$ cat src/rtl/subroutine_stack.sv
// Hardware call/return stack: pushes {return PC, flags}, pops them back via a one-cycle synchronous read.
// Optional macro SUBROUTINE_STACK_WRAP_EN: a push while full overwrites the oldest entry instead of dropping.
module subroutine_stack #(
    parameter int DEPTH  = 16,
    parameter int PC_W   = 8,
    parameter int FLAG_W = 4,
    parameter int PTR_W  = 4
) (
    input  logic              clk,
    input  logic              rst,
    input  logic              in_push_en,
    input  logic              in_pop_en,
    input  logic [PC_W-1:0]   in_pc,
    input  logic [FLAG_W-1:0] in_flags,
    input  logic              in_clear_err,
    output logic [PC_W-1:0]   out_pc,
    output logic [FLAG_W-1:0] out_flags,
    output logic              out_valid,
    output logic              out_busy,
    output logic              out_full,
    output logic              out_empty,
    output logic [PTR_W:0]    out_depth,
    output logic              out_overflow,
    output logic              out_underflow
);

    if (PTR_W != $clog2(DEPTH)) begin : g_bad_ptr_w
        $error("subroutine_stack: PTR_W must equal $clog2(DEPTH)");
    end

    localparam logic [PTR_W:0] L_DEPTH_FULL = (PTR_W+1)'(DEPTH);

    typedef enum logic {
        ST_IDLE = 1'b0,
        ST_READ = 1'b1
    } state_t;

    state_t                   r_state;
    state_t                   w_state_nxt;
    logic [PTR_W-1:0]         r_sp;
    logic [PTR_W-1:0]         r_addr;
    logic [PTR_W:0]           r_depth;
    logic [PC_W-1:0]          r_out_pc;
    logic [FLAG_W-1:0]        r_out_flags;
    logic                     r_valid;
    logic                     r_ovf;
    logic                     r_unf;
    logic [PC_W+FLAG_W-1:0]   r_mem [DEPTH];

    logic w_full;
    logic w_empty;
    logic w_push;
    logic w_pop;
    logic w_ovf_set;
    logic w_unf_set;

    assign w_full  = (r_depth == L_DEPTH_FULL);
    assign w_empty = (r_depth == '0);

    // Push has priority over pop; any request seen while READ is in flight is dropped silently.
    always_comb begin
        w_state_nxt = r_state;
        w_push      = 1'b0;
        w_pop       = 1'b0;
        w_ovf_set   = 1'b0;
        w_unf_set   = 1'b0;
        case (r_state)
            ST_IDLE: begin
                if (in_push_en) begin
                    if (!w_full) begin
                        w_push = 1'b1;
                    end else begin
                        w_ovf_set = 1'b1;
`ifdef SUBROUTINE_STACK_WRAP_EN
                        w_push    = 1'b1;
`endif
                    end
                end else if (in_pop_en) begin
                    if (!w_empty) begin
                        w_pop       = 1'b1;
                        w_state_nxt = ST_READ;
                    end else begin
                        w_unf_set = 1'b1;
                    end
                end
            end
            ST_READ: w_state_nxt = ST_IDLE;
            default: w_state_nxt = ST_IDLE;
        endcase
    end

    always_ff @(posedge clk) begin
        if (w_push && !rst) begin
            r_mem[r_sp] <= {in_pc, in_flags};
        end
    end

    always_ff @(posedge clk) begin
        if (rst) begin
            r_state     <= ST_IDLE;
            r_sp        <= '0;
            r_addr      <= '0;
            r_depth     <= '0;
            r_out_pc    <= '0;
            r_out_flags <= '0;
            r_valid     <= 1'b0;
            r_ovf       <= 1'b0;
            r_unf       <= 1'b0;
        end else begin
            r_state <= w_state_nxt;
            r_valid <= 1'b0;
            if (w_push) begin
                r_sp <= r_sp + PTR_W'(1);
                // A wrapping push when full keeps depth pinned at DEPTH.
                if (!w_full) begin
                    r_depth <= r_depth + (PTR_W+1)'(1);
                end
            end
            if (w_pop) begin
                r_sp    <= r_sp - PTR_W'(1);
                r_addr  <= r_sp - PTR_W'(1);
                r_depth <= r_depth - (PTR_W+1)'(1);
            end
            if (r_state == ST_READ) begin
                {r_out_pc, r_out_flags} <= r_mem[r_addr];
                r_valid                 <= 1'b1;
            end
            if (w_ovf_set) begin
                r_ovf <= 1'b1;
            end else if (in_clear_err) begin
                r_ovf <= 1'b0;
            end
            if (w_unf_set) begin
                r_unf <= 1'b1;
            end else if (in_clear_err) begin
                r_unf <= 1'b0;
            end
        end
    end

    assign out_pc        = r_out_pc;
    assign out_flags     = r_out_flags;
    assign out_valid     = r_valid;
    assign out_busy      = (r_state == ST_READ);
    assign out_full      = w_full;
    assign out_empty     = w_empty;
    assign out_depth     = r_depth;
    assign out_overflow  = r_ovf;
    assign out_underflow = r_unf;

endmodule

$ cat config.mk
export PLATFORM = sky130hd
export DESIGN_NAME = subroutine_stack
export DESIGN_NICKNAME = d
export VERILOG_FILES = /design/src/rtl/subroutine_stack.sv
export SDC_FILE = /design/constraint.sdc
export NUM_CORES = 1
export LEC_CHECK = 0
export BUFFER_PORTS_ARGS = -buffer_cell sky130_fd_sc_hd__buf_4
export CELL_PAD_IN_SITES_DETAIL_PLACEMENT = 1
export CELL_PAD_IN_SITES_GLOBAL_PLACEMENT = 1
export CORE_MARGIN = 2
export CORE_UTILIZATION = 30
export CTS_CLUSTER_DIAMETER = 100
export CTS_CLUSTER_SIZE = 16
export DETAILED_ROUTE_END_ITERATION = 16
export PLACE_DENSITY = 0.53
export SLEW_MARGIN = 20
export SYNTH_ARGS = -nofsm -noshare
export SYNTH_HDL_FRONTEND = slang
export SYNTH_SLANG_ARGS = --single-unit
$ cat constraint.sdc
create_clock -name clk -period 7.9 [get_ports clk]
set_input_delay 1.975 -clock clk [delete_from_list [all_inputs] [get_ports clk]]
set_output_delay 1.975 -clock clk [all_outputs]
set_load 0.02 [all_outputs]
==> reports/summary.txt <==
status - complete, no violations
Most Frequent Cell on Critical Path - nor2b_1
clock-pin slew on the worst setup and hold paths - 0.07 ns
commonest cells in the netlist - edfxtp_1, mux2i_1, a22oi_1, nand3_1, nand2_1
initial antenna violation count - 0
global route total overflow - 0
RSZ-0062 raised after global routing - false
row count - 62
crit share post-route - 0.509
Tmin final - 4.02 ns
CP Data Required Time - 8.01 ns
initial core utilization - 0.305
Slew @ Worst Pin - 1.10 ns
#FFs+latches synth - 221
via count - 4738
Synth Flop Type - edfxtp_1
Max Freq - 0.249 GHz
Setup Buffers After CTS - 0
I/O pin count - 40
largest net degree at the start of global routing - 61
Antenna Violating Nets Remaining - 0
Mean Syn Cell Area - 15.6 µm²
Vias/cell - 4.82
peak fanout along the critical path - 12
Synth cell types - 36
Layout area overhead - 13.7%
First-pass DRT Iterations - 4
x dimension of the die - 175 µm
Post-DP HPWL - 14500 µm
Critical Path AT - 4.13 ns
top-area cell type share of the netlist area - 0.660
top post-synthesis cells by area - edfxtp_1, mux2i_1, dfxtp_1
die area - 30500 µm²
first-pass GRT wire length - 33000 µm
final instance area - 9940 µm²
Slew Limit Fails - 0
TritonCTS clock tree - yes
CTS Hold Buffers Added - 0
worst-path cell chain - buf_4, nor2b_1, a21boi_4, nor2b_1, nand2_1, nor2_1
Post-synth ARST share - 0
count leader, synth - edfxtp_1
Crit Path Class - primary input to flop
Placement Cell Area - 9440 µm²
initial DRC count - 229
Final Hold Vio Count - 0
Ant. Diodes - 0
post-synth top area cell - edfxtp_1
CTS Buf Count - 17
power after layout - 2.81 mW
vias in the first global route - 5249
GRT Util Overall - 0.145
Post-Synthesis Cells - 561
# DRC - 0
number of enable flip-flop cells after synthesis - 192
Sink Count - 221
Worst Skew - 0.0226 ns
Clock Tree Buf Depth - 3
IO buf count - 39
critical path's slowest cell - nor2_1
Synthesized Nets - 587
Slew Limit Headroom - 0.269
Critical Path Source Type - primary input
crit-path max cell delay - 0.88 ns
CORE AREA - 28700 µm²
nets - 617
Yosys warning total - 0
height of the die - 175 µm
RePlAce Congestion - 0.753
peak supply drop - 0.124 mV
sequential area share after synthesis - 0.726
Root Driver - clkbuf_16
Clock Latency Late Sink - 0.49 ns
# resized after CTS - 0
Power Dens Cells - 283 nW/µm²
setup_tns - 0 ns
Final setup viols - 0
mapped cell area - 8740 µm²
leak pwr - 3.17 nW
H-tree levels - 1
layout cell share with drive strength beyond 1 - 0.144
Routed WL per cell - 22.2 µm
HP Class - flop to flop
Worst setup EP type - flop
maxcap violations - 0
Total Wirelength - 21800 µm
[path summary, 6_finish.rpt]
check | cells after the start | slack [ns] | from | endpoint
min reg2reg | 2 | 0.46 | out_flags[0]$_SDFFE_PP0P_ | out_flags[0]$_SDFFE_PP0P_
max reg2reg | 5 | 5.07 | out_depth[1]$_SDFFE_PP0P_ | r_mem[14][7]$_DFFE_PP_
min | 2 | 0.46 | out_flags[0]$_SDFFE_PP0P_ | out_flags[0]$_SDFFE_PP0P_
max | 6 | 3.88 | in_push_en | r_mem[14][7]$_DFFE_PP_
[final cells by class]
type | count | area (µm²)
multi-input combinational | 303 | 2310
clock buffer | 24 | 452
sequential | 221 | 6350
inverter | 7 | 28.8
clock inverter | 2 | 12.5
fill | 2980 | 18800
tap | 384 | 480
timing repair buffer | 41 | 308
[state kept, by name, summed over array words and instances, names as in the netlist, 4 cells and up]
register and flops:
r_mem 192, out_pc 8, out_depth 5, out_flags 4
r_addr 4, r_sp 4
[routing by layer]
layer | wire length, µm | global-route usage
met1 | 9250 | 0.177
met2 | 11100 | 0.261
met3 | 694 | 0.0200
met4 | 731 | 0.0531
met5 | 0 | 0
[cells by family (layout without fill, tap and decap cells)]
family | count (synthesis) | after routing | synth area share
AO/OA/AOI/OAI | 70 | 70 | 0.0585
multiplexers | 98 | 98 | 0.112
XOR/XNOR | 8 | 8 | 0.00802
flip-flops | 221 | 221 | 0.726
AND/OR/NAND/NOR | 118 | 118 | 0.0627
adder cells (fa/ha/maj) | 9 | 9 | 0.0137
buffers and inverters | 37 | 74 | 0.0186
[cell usage in the layout, fill, tap and decap left out, drive strengths merged, types with 3 or more instances in the layout]
| master | n |
|---|---|
| a22oi | 40 |
| inv | 8 |
| mux2i | 97 |
| nand3 | 36 |
| dfxtp | 29 |
| clkbuf | 24 |
| ha | 8 |
| buf | 41 |
| nor2b | 8 |
| nor3 | 5 |
| a211oi | 5 |
| nand2 | 32 |
| o21ai | 3 |
| xnor2 | 6 |
| edfxtp | 192 |
| nor2 | 29 |
| a21oi | 18 |
[stage by stage]
step,cells,hold WS [ns],utilization,worst slack (ns)
6_report,982,0.462,0.346,3.88
5_1_grt,982,0.485,0.346,3.69
4_1_cts,982,0.471,0.345,3.74
2_1_floorplan,561,0.491,-,3.81
3_3_place_gp,956,0.439,0.328,3.43
3_5_place_dp,956,0.455,0.329,3.21
[worst max-delay path, delay by kind of cell]
kind,cells,cell delay (ns)
and+or+nand+nor,4,1.67
AOI/OAI and AO/OA,1,0.39
buffers and inverters,1,0.09
[power by group]
part | internal, mW | total, mW | leakage [nW] | switching [mW]
clock | 0.399 | 0.786 | 0.224 | 0.387
sequential | 1.34 | 1.42 | 1.97 | 0.0861
combinational | 0.233 | 0.604 | 0.977 | 0.371
(Power assumes the default switching activity.)
